File: src/rtl/dpscram.sv
// DisplayPort main-link scrambler: scrambles data symbols of a 4-symbol word with
// the G(X)=X^16+X^5+X^4+X^3+1 LFSR, replaces every 512th BS with SR, one-cycle latency.
module dpscram (
    input  logic        clk,
    input  logic        reset,
    input  logic        en,
    input  logic [31:0] indata,
    input  logic [3:0]  inisk,
    output logic [31:0] outdata,
    output logic [3:0]  outisk
);

    localparam logic [7:0] SYM_BS = 8'hBC;
    localparam logic [7:0] SYM_SR = 8'h1C;

    logic [15:0] lfsr;
    logic [8:0]  bscnt;

    logic [15:0] lfsr_nxt;
    logic [8:0]  bscnt_nxt;
    logic [31:0] data_nxt;
    logic [31:0] din;
    logic [3:0]  kin;
    logic [7:0]  byt;
    logic [7:0]  ks;
    logic        k;
    logic        o;

    // Byte slots are chained: each one consumes the LFSR/BS-count state left by the
    // previous slot. Input bytes are shifted out LSB-first, results shifted in MSB-first.
    always_comb begin
        lfsr_nxt  = lfsr;
        bscnt_nxt = bscnt;
        data_nxt  = '0;
        din       = indata;
        kin       = inisk;
        byt       = '0;
        ks        = '0;
        k         = 1'b0;
        o         = 1'b0;
        for (int unsigned b = 0; b < 4; b++) begin
            byt = din[7:0];
            k   = kin[0];
            din = {8'h00, din[31:8]};
            kin = {1'b0, kin[3:1]};
            if (k && byt == SYM_BS) begin
                if (bscnt_nxt == '0)
                    byt = SYM_SR;
                bscnt_nxt = bscnt_nxt + 9'd1;
            end
            if (k && byt == SYM_SR) begin
                lfsr_nxt = '1;
            end else begin
                ks = '0;
                for (int unsigned i = 0; i < 8; i++) begin
                    o        = lfsr_nxt[15];
                    ks       = {o, ks[7:1]};
                    lfsr_nxt = {lfsr_nxt[14:0], o} ^ {10'b0, o, o, o, 3'b000};
                end
                if (!k)
                    byt = byt ^ ks;
            end
            data_nxt = {byt, data_nxt[31:8]};
        end
    end

    always_ff @(posedge clk) begin
        if (reset) begin
            outdata <= '0;
            outisk  <= '0;
            lfsr    <= '1;
            bscnt   <= '0;
        end else if (en) begin
            outdata <= data_nxt;
            outisk  <= inisk;
            lfsr    <= lfsr_nxt;
            bscnt   <= bscnt_nxt;
        end else begin
            outdata <= indata;
            outisk  <= inisk;
            lfsr    <= '1;
            bscnt   <= '0;
        end
    end

endmodule

File: config.mk
export PLATFORM = sky130hd
export DESIGN_NAME = dpscram
export DESIGN_NICKNAME = d
export VERILOG_FILES = /design/src/rtl/dpscram.sv
export SDC_FILE = /design/constraint.sdc
export NUM_CORES = 1
export LEC_CHECK = 0
export BUFFER_PORTS_ARGS = -buffer_cell sky130_fd_sc_hd__buf_2
export CORE_MARGIN = 3
export CORE_UTILIZATION = 40
export CTS_CLUSTER_SIZE = 12
export DETAILED_ROUTE_END_ITERATION = 7
export SLEW_MARGIN = 0
export SYNTH_ARGS = -nofsm -noshare
export SYNTH_HDL_FRONTEND = slang
export SYNTH_SLANG_ARGS = --single-unit
File: constraint.sdc
create_clock -name clk -period 3.6 [get_ports clk]
set_input_delay 0.18 -clock clk [delete_from_list [all_inputs] [get_ports clk]]
set_output_delay 0.18 -clock clk [all_outputs]
set_load 0.01 [all_outputs]
Yosys cells after proc, flatten, opt, wreduce, memory -nomap -nowiden
Cells that the tools add are included.
{"block": "totals", "ff_bits": 61, "in_bits": 39, "output_inout_bits": 36, "word_cells": 91}
{"block": "op_classes", "addsub": 4, "n_eq_ne": 8, "n_mux": 24, "n_bitwise": 37, "reduce_logical": 14}
{"operator": "bitwise XOR 16 x 6 -> 16 bit", "count": 32}
{"operator": "two-way mux 8 bit", "count": 16}
{"operator": "two-way mux 16 bit", "count": 3}
{"operator": "adder 9 x 1 -> 9 bit (second input constant)", "count": 4}
{"operator": "zero test 9 bit", "count": 4}
{"operator": "two-way mux 9 bit", "count": 4}
{"operator": "== test 8 x 5 -> 1 bit (second input constant)", "count": 4}
{"operator": "== test 8 bit (second input constant)", "count": 4}
{"operator": "two-way mux 32 bit", "count": 1}
{"operator": "bitwise XOR 8 bit", "count": 4}
{"operator": "logical AND 1 bit", "count": 8}
{"operator": "OR reduction 3 bit", "count": 1}
{"operator": "OR reduction 2 bit", "count": 1}
{"operator": "NOT 1 bit", "count": 1}

Longest topological paths before layout
Gate-level depths: netlist of run 1.
{"block": "logic_depth", "word_depth": 38, "ltp_mapped": 19}

Worst setup path after synthesis of run 1
OpenSTA, ideal clock, no wires.
{"block": "synth_path", "path_kind": "input-to-reg", "start": "in indata[0]", "end": "reg lfsr[0]", "arrival_time_ns": 3.764, "path_slack_ns": -0.301, "stages": 16, "path_buffers": 2, "path_cell_list": "or4b_4 nor3_1 xnor2_1 inv_1 ha_1 clkbuf_1 nand4_1 or4_1 a31oi_1 o211ai_1 nor3_4 nor3_1 a31o_2 a41oi_4 buf_6 nand3_1"}
{"block": "synth_between", "elab_chain_len": 32}
{"element": "from (decl)", "line": "7", "text": "input logic [31:0] indata,"}
{"element": "== test 8 bit", "line": "46", "text": "if (k && byt == SYM_BS) begin"}
{"element": "logical AND 1 bit", "line": "46"}
{"element": "two-way mux 8 bit", "line": "46"}
{"element": "== test 8 x 5 -> 1 bit", "line": "51", "text": "if (k && byt == SYM_SR) begin"}
{"element": "logical AND 1 bit", "line": "51"}
{"element": "two-way mux 16 bit", "line": "51"}
{"element": "bitwise XOR 16 x 6 -> 16 bit (8 in series)", "line": "58", "text": "lfsr_nxt = {lfsr_nxt[14:0], o} ^ {10'b0, o, o, o, 3'b000};"}
{"element": "two-way mux 16 bit", "line": "51"}
{"element": "bitwise XOR 16 x 6 -> 16 bit (8 in series)", "line": "58"}
{"element": "two-way mux 16 bit", "line": "51"}
{"element": "bitwise XOR 16 x 6 -> 16 bit (8 in series)", "line": "58"}
{"element": "to (signal assigned)", "line": "76", "text": "lfsr <= lfsr_nxt;"}
{"element": "to (decl)", "line": "16", "text": "logic [15:0] lfsr;"}
Several ways; a longest one is shown, not always the timed one.
A chain may end at the register's enable or synchronous reset.

Final worst setup path of run 1
{"block": "layout_path", "start": "reg bscnt[0]", "end": "reg lfsr[14]"}
{"block": "layout_between", "elab_chain_len": 32}
{"element": "from (decl)", "line": "17", "text": "logic [8:0] bscnt;"}
{"element": "from (signal assigned)", "line": "77", "text": "bscnt <= bscnt_nxt;"}
{"element": "zero test 9 bit", "line": "47", "text": "if (bscnt_nxt == '0)"}
{"element": "two-way mux 8 bit", "line": "47"}
{"element": "two-way mux 8 bit", "line": "46"}
{"element": "== test 8 x 5 -> 1 bit", "line": "51"}
{"element": "logical AND 1 bit", "line": "51"}
{"element": "two-way mux 16 bit", "line": "51"}
{"element": "bitwise XOR 16 x 6 -> 16 bit (8 in series)", "line": "58"}
{"element": "two-way mux 16 bit", "line": "51"}
{"element": "bitwise XOR 16 x 6 -> 16 bit (8 in series)", "line": "58"}
{"element": "two-way mux 16 bit", "line": "51"}
{"element": "bitwise XOR 16 x 6 -> 16 bit (8 in series)", "line": "58"}
Several ways; a longest one is shown, not always the timed one.

==> results of run 1 <==
-- power groups by stage --
stage | Sequential (mW) | Combinational, mW | Clock, mW
floorplan | 0.897 | 2.72 | 0
global placement | 0.921 | 3.48 | 0
detailed placement | 0.920 | 3.53 | 0
CTS | 0.907 | 3.56 | 0.879
global route | 0.920 | 3.92 | 0.907
finish | 0.906 | 3.56 | 0.861
-- area by class of cell --
type                            instances  area [µm²]  area share (%)
Tap cell                              143         179            3.00
Clock buffer                            9         225            3.78
Sequential cell                        61        1220            20.5
Clock inverter                          6        63.8            1.07
Timing Repair Buffer                  132         831            13.9
Multi-Input combinational cell        486        3400            57.0
Inverter                               11        41.3           0.692
-- how the worst max path moves through the flow --
stage,from,end,slack (ps),depth (start not counted)
finish,bscnt[0]$_SDFF_PP0_,lfsr[14]$_SDFF_PP1_,180,15
global route,bscnt[0]$_SDFF_PP0_,bscnt[8]$_SDFF_PP0_,-20,16
CTS,bscnt[0]$_SDFF_PP0_,lfsr[14]$_SDFF_PP1_,170,15
detailed placement,indata[0],lfsr[14]$_SDFF_PP1_,-50,16
global placement,indata[0],outdata[30]$_SDFF_PP0_,-80,13
floorplan,indata[0],lfsr[0]$_SDFF_PP1_,20,16
-- what timing repair did --
action,4_1_cts,5_1_grt
hold endpoints to repair,0,0
gates resized for setup,0,10
setup endpoints to repair,0,18
-- layout by cell type (no fill, tap or decap), types with 6 or more instances in the layout --
| master | instances |
|---|---|
| ha_1 | 8 |
| o211ai_1 | 6 |
| a21oi_1 | 20 |
| nor3_1 | 14 |
| xnor2_1 | 94 |
| nor4_1 | 7 |
| clkbuf_16 | 9 |
| or4_1 | 6 |
| inv_1 | 11 |
| nor2b_1 | 20 |
| or3_1 | 8 |
| nand4_1 | 9 |
| xor2_1 | 44 |
| nand2_1 | 47 |
| and3_1 | 6 |
| and2_1 | 7 |
| dfxtp_1 | 58 |
| nor2_1 | 57 |
| nand3_1 | 18 |
| buf_2 | 74 |
| o21ai_0 | 30 |
| buf_4 | 56 |
-- layer usage --
metal	global-route usage [%]	routed length, µm	vias up
met5	0	0	-
met4	6.10	161	0
met3	4.37	832	14
met2	33.3	6200	147
met1	28.7	6510	2110
li1	-	-	2268
-- critical path: stages, from the launching register on --
cell and delay, ps:
dfxtp_2 360, inv_1 50, ha_1 330, mux2i_2 110, inv_1 70, ha_1 210
nand4_1 130, or4_1 440, a31oi_1 240, o211ai_1 250, buf_4 210, a31oi_1 230
a21oi_1 150, a41oi_4 250, buf_12 170, o211ai_1 90
-- flip-flops by register name, summed over array words and instances, names as in the netlist --
name     count
lfsr        16
outdata     32
bscnt        9
outisk       4
-- cells by family (layout without fill, tap and decap cells) --
| kind of cell | Yosys count | in the layout | synth area share [%] |
|---|---|---|---|
| compound gates | 99 | 99 | 14.5 |
| xor+xnor | 140 | 140 | 25.9 |
| fa+ha+maj | 8 | 8 | 2.10 |
| buf+inv | 45 | 158 | 3.86 |
| flops | 61 | 61 | 25.6 |
| mux | 10 | 10 | 2.21 |
| simple gates | 229 | 229 | 25.8 |
==> out/qor.csv, run 1 <==
stage;metric;value;unit
placement;pre-CTS WS;-48.0;ps
final_layout;layout cell share with drive strength beyond 1;25.1;%
timing;count of final hold-check violations;0;
synth;yosys warns;0;
placement;Port-buffer cells;74;
timing;Slew Limit Fails;0;
floorplan;Die Ht;115;µm
synth;register area share after synthesis;25.6;%
worst_hold_path;Worst Hold Depth;3;
route;Routed Antenna Nets;0;
timing;f_max;293;MHz
floorplan;initial core utilization;41.4;%
final_layout;post-route insts no fill;848;
synth;Post-synth top flop;dfxtp_1;
global_routing;Total GRT Usage;21.0;%
worst_hold_path;Hold Path Sink;outdata[20]$_SDFF_PP0_;
synth;mapped cell area;4760;µm²
global_routing;largest net degree at the start of global routing;42;
route;vias;4539;
route;via/cell ratio;5.35;
synth;syn_nets;639;
final_layout;FILL cells;1107;
clock_network;CTS H-tree lvls;3;
synth;Seq cells post-synth;61;
placement;dpl cell area;5640;µm²
clock_network;CTS Hold Bufs;0;
synth;Synth Instances;592;
timing;final worst slack;182;ps
timing;hold slack;105;ps
synth;area leader, netlist;dfxtp_1;
synth;ys async rst share;0;%
synth;Yosys cell types;64;
pwr;pwr dens;893;nW/µm²
floorplan;core box area;11500;µm²
flow_run;Max-Cap Viols;0;
critical_path;reg2reg path depth;15;
worst_hold_path;Hold Startpoint;indata[20];
synth;Synth top cells by count;94 x xnor2_1, 61 x dfxtp_1, 57 x nor2_1, 47 x nand2_1, 45 x xor2_1;
global_routing;vias in the first global route;4453;
critical_path;RR Endpoint;lfsr[14]$_SDFF_PP1_;
timing;Tcrit/Tclk final;94.9;%
synth;Mapped Avg Cell Area;8.05;µm²
timing;Worst Tran Pin Value;744;ps
clock_network;Root Driver;clkbuf_16;
timing;final setup fails;0;
floorplan;overall die area;13300;µm²
pwr;Switch Pwr;2.29;mW
clock_network;CTS Buf Count;9;
final_layout;Final #Nets;748;
timing;Worst Clk Skew;9.41;ps
critical_path;CP required;3810;ps
floorplan;Site Rows;39;
synth;Synth area leaders;dfxtp_1 26%, xnor2_1 17%, xor2_1 8.3%, nor2_1 4.5%, nand2_1 3.7%;
placement;Detailed Place HPWL;10900;µm
final_layout;Synth-to-Final Area Change;25.2;%
clock_network;clk buf depth;2;
outcome;outcome;finished clean;
final_layout;ANT cells;0;
route;Total Wirelength;13700;µm
timing;post-layout min period;3420;ps
synth;Post-synth EDFFs;0;
placement;Final Wtd Congestion;0.894;
pwr;worst vdd ir;821;µV
critical_path;Critical Path End Type;register;
clock_network;later-pin clock latency in the skew report;340;ps
route;wire length per cell;16.1;µm
placement;Placed Cells;833;
route;DRC viols;0;
synth;top-count cell post-synth;xnor2_1;
pwr;Final Total Pwr;5.32;mW
critical_path;Crit Path Class;reg2reg;
pwr;Pleak;2.39;nW
clock_network;total clock sinks;61;
clock_network;post-CTS setup buffers;0;
worst_hold_path;min-delay worst type;in2reg;
final_layout;Finished Core Util;51.8;%
critical_path;worst path arrival time;3630;ps
critical_path;FF-to-FF Start;bscnt[0]$_SDFF_PP0_;
floorplan;IO Count;75;
critical_path;worst-path maximum fanout;16;
route;drt pass-1 iters;5;
global_routing;first-pass GRT wire length;22000;µm
pwr;Comb pwr share;66.8;%
synth;top-area cell type share of the netlist area;25.6;%
floorplan;Die W;115;µm
critical_path;R2R setup slack;180;ps
global_routing;initial antenna violation count;0;
clock_network;CTS tree;built;
critical_path;startpoint types;register;
clock_network;CTS clock-pin slew for the worst setup and hold paths;60;ps
timing;final setup TNS;0;ps
timing;Slew HR;50.4;%
global_routing;gr ovfl total;0;
pwr;Sw Ratio;43.0;%
pwr;internal power;3.03;mW
pwr;Clk network pwr share;16.2;%
route;1st-iter DRT viols;265;
pwr;Sequential Power Share;17.0;%
final_layout;post-route cell area;5970;µm²
Power figures use the tool's default switching activity.
==> inputs of run 2 (changes only) <==
- ABC_AREA: default -> 1
==> out/qor.csv, run 2 <==
stage;metric;value;unit;change
route;vias;4970;;+9.5%
final_layout;layout cell share with drive strength beyond 1;21.7;%;-3.4 points
critical_path;Critical Path End Type;register;;
route;drt pass-1 iters;5;;unchanged
synth;Post-synth EDFFs;0;;unchanged
synth;ys async rst share;0;%;unchanged
final_layout;Sequential Area;1220;µm²;-0.20%
timing;Slew HR;52.3;%;+1.9 points
clock_network;Root Driver;clkbuf_16;;
outcome;outcome;finished clean;;
synth;Synth Area in Simple Gates;41.9;%;+16 points
clock_network;CTS tree;built;;
synth;mapped cell area;4790;µm²;+0.50%
flow_run;Max-Cap Viols;0;;unchanged
final_layout;Finished Core Util;49.0;%;-2.8 points
floorplan;core box area;11600;µm²;+0.42%
synth;Synth Instances;752;;+27%
pwr;pwr dens;1120;nW/µm²;+25%
timing;Worst Tran Pin Value;713;ps;-31.2 ps
timing;RSZ-0062 raised after global routing;false;;
pwr;worst vdd ir;703;µV;-14%
critical_path;worst-path maximum fanout;11;;-5
placement;Placed Cells;962;;+15%
floorplan;initial core utilization;41.4;%;about the same
final_layout;post-route insts no fill;978;;+15%
synth;register area share after synthesis;25.5;%;-0.13 points
timing;Tcrit/Tclk final;91.8;%;-3.1 points
clock_network;later-pin clock latency in the skew report;340;ps;about the same
timing;Worst Clk Skew;7.62;ps;-1.79 ps
final_layout;post-route cell area;5670;µm²;-5.0%
floorplan;overall die area;13300;µm²;+0.47%
synth;syn_nets;799;;+25%
synth;post-synthesis adder-cell area fraction;2.09;%;-0.010 points
clock_network;total clock sinks;61;;unchanged
timing;f_max;302;MHz;+3.4%
floorplan;Site Rows;39;;unchanged
clock_network;CTS Buf Count;9;;unchanged
synth;post-synthesis mux area share;0;%;-2.2 points
synth;area leader, netlist;dfxtp_1;;
floorplan;IO Count;75;;unchanged
floorplan;Die W;115;µm;+0.23%
route;Routed Antenna Nets;0;;unchanged
final_layout;commonest non-fill, non-tap cell in the layout;nand2_1;;
critical_path;reg2reg path depth;22;;+7
synth;Mapped Avg Cell Area;6.37;µm²;-21%
clock_network;CTS Hold Bufs;0;;unchanged
critical_path;CP required;3830;ps;+20 ps
timing;count of final hold-check violations;0;;unchanged
floorplan;Die Ht;115;µm;+0.23%
route;1st-iter DRT viols;398;;+50%
critical_path;startpoint types;register;;
synth;Synth top cells by count;202 x nand2_1, 75 x inv_1, 62 x nand3_1, 61 x dfxtp_1, 59 x nor2_1;;
timing;final setup fails;0;;unchanged
global_routing;gr ovfl total;0;;unchanged
route;via/cell ratio;5.08;;-5.1%
synth;xor/xnor cell area share of the yosys netlist;11.3;%;-15 points
clock_network;CTS clock-pin slew for the worst setup and hold paths;50;ps;about the same
critical_path;R2R setup slack;290;ps;+110 ps
clock_network;CTS H-tree lvls;3;;unchanged
timing;post-layout min period;3310;ps;-112 ps
clock_network;clk buf depth;2;;unchanged
final_layout;ANT cells;0;;unchanged
final_layout;Synth-to-Final Area Change;18.4;%;
timing;final setup TNS;0;ps;unchanged
global_routing;first-pass GRT wire length;22600;µm;+2.7%
synth;yosys warns;0;;unchanged
placement;Detailed Place HPWL;11200;µm;+3.0%
synth;top-count cell post-synth;nand2_1;;
final_layout;commonest cells after routing, fill and taps aside;201 x nand2_1, 75 x inv_1, 74 x buf_2, 61 x nand3_1, 60 x dfxtp_1;;
synth;compound-cell area share of the yosys netlist;9.12;%;-5.4 points
worst_hold_path;Worst Hold Depth;2;;-1
final_layout;area of the multi-input gates;3120;µm²;-8.3%
critical_path;Crit Path Class;reg2reg;;
synth;top-area cell type share of the netlist area;25.5;%;-0.13 points
route;Total Wirelength;14100;µm;+2.6%
global_routing;largest net degree at the start of global routing;22;;-48%
placement;Final Wtd Congestion;0.920;;+2.9%
final_layout;biggest regs;outdata x32, lfsr x16, bscnt x9;;
final_layout;Top reg by flops;outdata;;
final_layout;flip-flop count of the largest register after layout;32;;unchanged
final_layout;FILL cells;1184;;+7.0%
timing;Slew Limit Fails;0;;unchanged
placement;Port-buffer cells;74;;unchanged
synth;Seq cells post-synth;61;;unchanged
synth;Synth area leaders;dfxtp_1 26%, nand2_1 16%, nand3_1 6.5%, xnor2_1 6.0%, inv_1 5.9%;;
route;DRC viols;0;;unchanged
synth;Post-synth top flop;dfxtp_1;;
global_routing;Total GRT Usage;21.5;%;+0.55 points
global_routing;vias in the first global route;4658;;+4.6%
critical_path;worst path arrival time;3530;ps;-100 ps
placement;dpl cell area;5330;µm²;-5.6%
worst_hold_path;min-delay worst type;in2reg;;
synth;Yosys cell types;41;;-36%
pwr;Pleak;2.92;nW;+22%
final_layout;Final #Nets;878;;+17%
global_routing;initial antenna violation count;0;;unchanged
route;wire length per cell;14.4;µm;-11%
synth;largest family of logic cells by synthesized area;simple AND/OR/NAND/NOR gates;;
run 2: changes by cell type after synthesis, moves of 10 or more:
cell,previous run,this run
clkbuf_1,30,9
xnor2_1,94,33
inv_2,0,21
xor2_1,45,27
nand3_1,19,62
a21oi_1,20,32
nand2_1,47,202
nand2_2,0,16
nor3_1,16,26
inv_1,11,75
nor2b_1,20,0
run 2: repair_timing:
item,CTS,global route
endpoints found under the hold margin,0,0
buffers inserted,0,1
gates resized for setup,0,7
endpoints found under the setup margin,0,25
run 2: cell type report:
cell class / count / area share [%]
inverters: 98 / 6.49
repair buffers: 87 / 8.48
flip-flops and latches: 61 / 21.6
well taps: 143 / 3.16
clock buffers: 11 / 4.46
clock inverters: 4 / 0.839
multi-input cells: 574 / 55.0
run 2: power by group:
group | internal (mW) | switching (mW)
clock network | 0.567 | 0.314
logic | 1.59 | 2.96
registers | 0.815 | 0.0895
total | 2.97 | 3.36
run 2: cells by family (layout without fill, tap and decap cells):
kind of cell | count (synthesis) | in the layout
compound gates | 80 | 80
simple gates | 425 | 425
fa+ha+maj | 8 | 8
flops | 61 | 61
xor+xnor | 61 | 61
buf+inv | 117 | 200
run 2: worst max-delay path: stages (launching register included):
cell     delay, ps
dfxtp_1        340
inv_2           60
ha_4           230
nand3_1         70
nand2_1         80
ha_1           280
or2_2          300
nand2_2         80
buf_4          110
ha_1           140
nand3_1         80
nor2_1         180
nand3_1         90
nor2_1         110
nand3_1        110
nand2_2        100
nand2_2        160
nand2_1        220
inv_1          130
nand3_1        140
nand2_1         70
nand2_1         60
nand2_1         60
run 2: metrics by stage:
stage	hold WS [ps]	power, mW	setup WS, ps
after floorplan	270	4.38	141
after global placement	428	5.29	130
after detailed placement	427	5.34	77.3
after CTS	72.7	6.27	58.0
after global routing	95.6	6.98	24.1
final	89.0	6.33	294
run 2: final timing paths:
check | start | endpoint
min | indata[2] | outdata[2]$_SDFF_PP0_
max | bscnt[0]$_SDFF_PP0_ | lfsr[6]$_SDFF_PP1_
max reg2reg | bscnt[0]$_SDFF_PP0_ | lfsr[6]$_SDFF_PP1_
min reg2reg | lfsr[15]$_SDFF_PP1_ | outdata[0]$_SDFF_PP0_
run 2: layer usage:
metal,vias to the layer above,global-route usage [%],share of wire (%)
li1,2549,-,-
met1,2228,29.4,48
met2,167,33.1,43
met3,26,4.75,6.6
met4,0,8.45,2.2
met5,-,0,0
==> inputs of run 3 (changes only) <==
- RECOVER_POWER: default -> 50
==> out/qor.csv, run 3 (synthesized netlist as in run 2, its figures left out) <==
stage;metric;value;unit;change
critical_path;reg2reg path depth;22;;unchanged
worst_hold_path;min-delay worst type;in2reg;;
final_layout;Synth-to-Final Area Change;17.4;%;
floorplan;overall die area;13300;µm²;unchanged
route;Total Wirelength;14100;µm;about the same
final_layout;commonest cells after routing, fill and taps aside;201 x nand2_1, 75 x inv_1, 61 x nand3_1, 60 x dfxtp_1, 59 x nor2_1;;
route;wire length per cell;14.4;µm;about the same
critical_path;CP required;3830;ps;about the same
final_layout;layout cell share with drive strength beyond 1;17.1;%;-4.6 points
clock_network;CTS tree;built;;
clock_network;Root Driver;clkbuf_16;;
final_layout;commonest non-fill, non-tap cell in the layout;nand2_1;;
final_layout;flip-flop count of the largest register after layout;32;;unchanged
route;via/cell ratio;5.08;;unchanged
clock_network;CTS Buf Count;9;;unchanged
placement;dpl cell area;5330;µm²;unchanged
placement;Port-buffer cells;74;;unchanged
global_routing;Total GRT Usage;21.5;%;unchanged
pwr;Pleak;2.79;nW;-4.6%
timing;f_max;303;MHz;+0.20%
final_layout;ANT cells;0;;unchanged
placement;Detailed Place HPWL;11200;µm;unchanged
pwr;pwr dens;1120;nW/µm²;+0.52%
timing;Slew HR;20.9;%;-31 points
floorplan;Die Ht;115;µm;unchanged
timing;final worst slack;301;ps;+6.70 ps
clock_network;later-pin clock latency in the skew report;340;ps;about the same
floorplan;Die W;115;µm;unchanged
clock_network;CTS H-tree lvls;3;;unchanged
final_layout;Top reg by flops;outdata;;
route;Routed Antenna Nets;0;;unchanged
clock_network;CTS Hold Bufs;0;;unchanged
placement;Final Wtd Congestion;0.920;;unchanged
critical_path;worst-path maximum fanout;11;;unchanged
timing;hold slack;90.4;ps;+1.45 ps
floorplan;Site Rows;39;;unchanged
clock_network;total clock sinks;61;;unchanged
critical_path;Critical Path End Type;register;;
clock_network;clk buf depth;2;;unchanged
route;1st-iter DRT viols;432;;+8.5%
worst_hold_path;Worst Hold Depth;2;;unchanged
timing;final setup TNS;0;ps;unchanged
clock_network;CTS clock-pin slew for the worst setup and hold paths;50;ps;about the same
timing;Worst Clk Skew;7.32;ps;-0.295 ps
outcome;outcome;finished clean;;
global_routing;first-pass GRT wire length;22600;µm;unchanged
route;drt pass-1 iters;5;;unchanged
route;DRC viols;0;;unchanged
floorplan;core box area;11600;µm²;unchanged
critical_path;startpoint types;register;;
pwr;worst vdd ir;703;µV;about the same
timing;Worst Tran Pin Value;1190;ps;+474 ps
timing;Slew Limit Fails;0;;unchanged
flow_run;Max-Cap Viols;0;;unchanged
global_routing;gr ovfl total;0;;unchanged
timing;Tcrit/Tclk final;91.6;%;-0.19 points
timing;count of final hold-check violations;0;;unchanged
timing;post-layout min period;3300;ps;-6.70 ps
route;vias;4970;;unchanged
final_layout;biggest regs;outdata x32, lfsr x16, bscnt x9;;
critical_path;Crit Path Class;reg2reg;;
global_routing;largest net degree at the start of global routing;22;;unchanged
final_layout;Final #Nets;878;;unchanged
timing;RSZ-0062 raised after global routing;false;;
floorplan;IO Count;75;;unchanged
global_routing;initial antenna violation count;0;;unchanged
final_layout;post-route cell area;5620;µm²;-0.84%
critical_path;worst path arrival time;3530;ps;about the same
global_routing;vias in the first global route;4658;;unchanged
timing;final setup fails;0;;unchanged
placement;pre-CTS WS;77.3;ps;unchanged
floorplan;initial core utilization;41.4;%;unchanged
run 3: what timing repair did:
action,4_1_cts,5_1_grt
resized for setup,0,7
buffers inserted,0,1
setup endpoints to repair,0,25
endpoints found under the hold margin,0,0
run 3: area by class of cell:
class / count / area (µm²)
well taps: 143 / 179
flip-flops and latches: 61 / 1220
inverters: 98 / 368
clock buffers: 11 / 253
fillers: 1199 / 5940
repair buffers: 87 / 433
clock inverters: 4 / 47.5
multi-input cells: 574 / 3120
run 3: path summary, 6_finish.rpt:
| path | startpoint | end | slack, ps |
|---|---|---|---|
| max | bscnt[0]$_SDFF_PP0_ | lfsr[6]$_SDFF_PP1_ | 300 |
| min | indata[2] | outdata[2]$_SDFF_PP0_ | 90 |
| max reg2reg | bscnt[0]$_SDFF_PP0_ | lfsr[6]$_SDFF_PP1_ | 300 |
| min reg2reg | lfsr[15]$_SDFF_PP1_ | outdata[0]$_SDFF_PP0_ | 600 |
run 3: stage by stage:
stage	power (mW)	util [%]	cells
after floorplan	4.38	-	752
after global placement	5.29	46.1	962
after detailed placement	5.34	46.1	962
after CTS	6.27	48.7	977
after global routing	6.96	48.6	978
final	6.31	48.6	978
run 3: metal layers:
| metal | up-vias | share of wire [%] | global-route usage [%] |
|---|---|---|---|
| met4 | 0 | 2.2 | 8.45 |
| met2 | 169 | 43 | 33.1 |
| met3 | 24 | 7.1 | 4.75 |
| li1 | 2554 | - | - |
| met5 | - | 0 | 0 |
| met1 | 2223 | 48 | 29.4 |
run 3: worst max-delay path: stages, from the launching register on:
cell     delay [ps]
dfxtp_1         340
inv_2            60
ha_4            230
nand3_1          70
nand2_1          80
ha_1            280
or2_2           300
nand2_2          80
buf_4           110
ha_1            140
nand3_1          80
nor2_1          180
nand3_1          90
nor2_1          110
nand3_1         110
nand2_2         100
nand2_2         150
nand2_1         220
inv_1           130
nand3_1         140
nand2_1          70
nand2_1          60
nand2_1          60
run 3: power by group:
group          total, mW  switching (mW)  internal [mW]
combinational       4.52            2.95           1.57
clock              0.881           0.315          0.567
sequential         0.907          0.0914          0.816
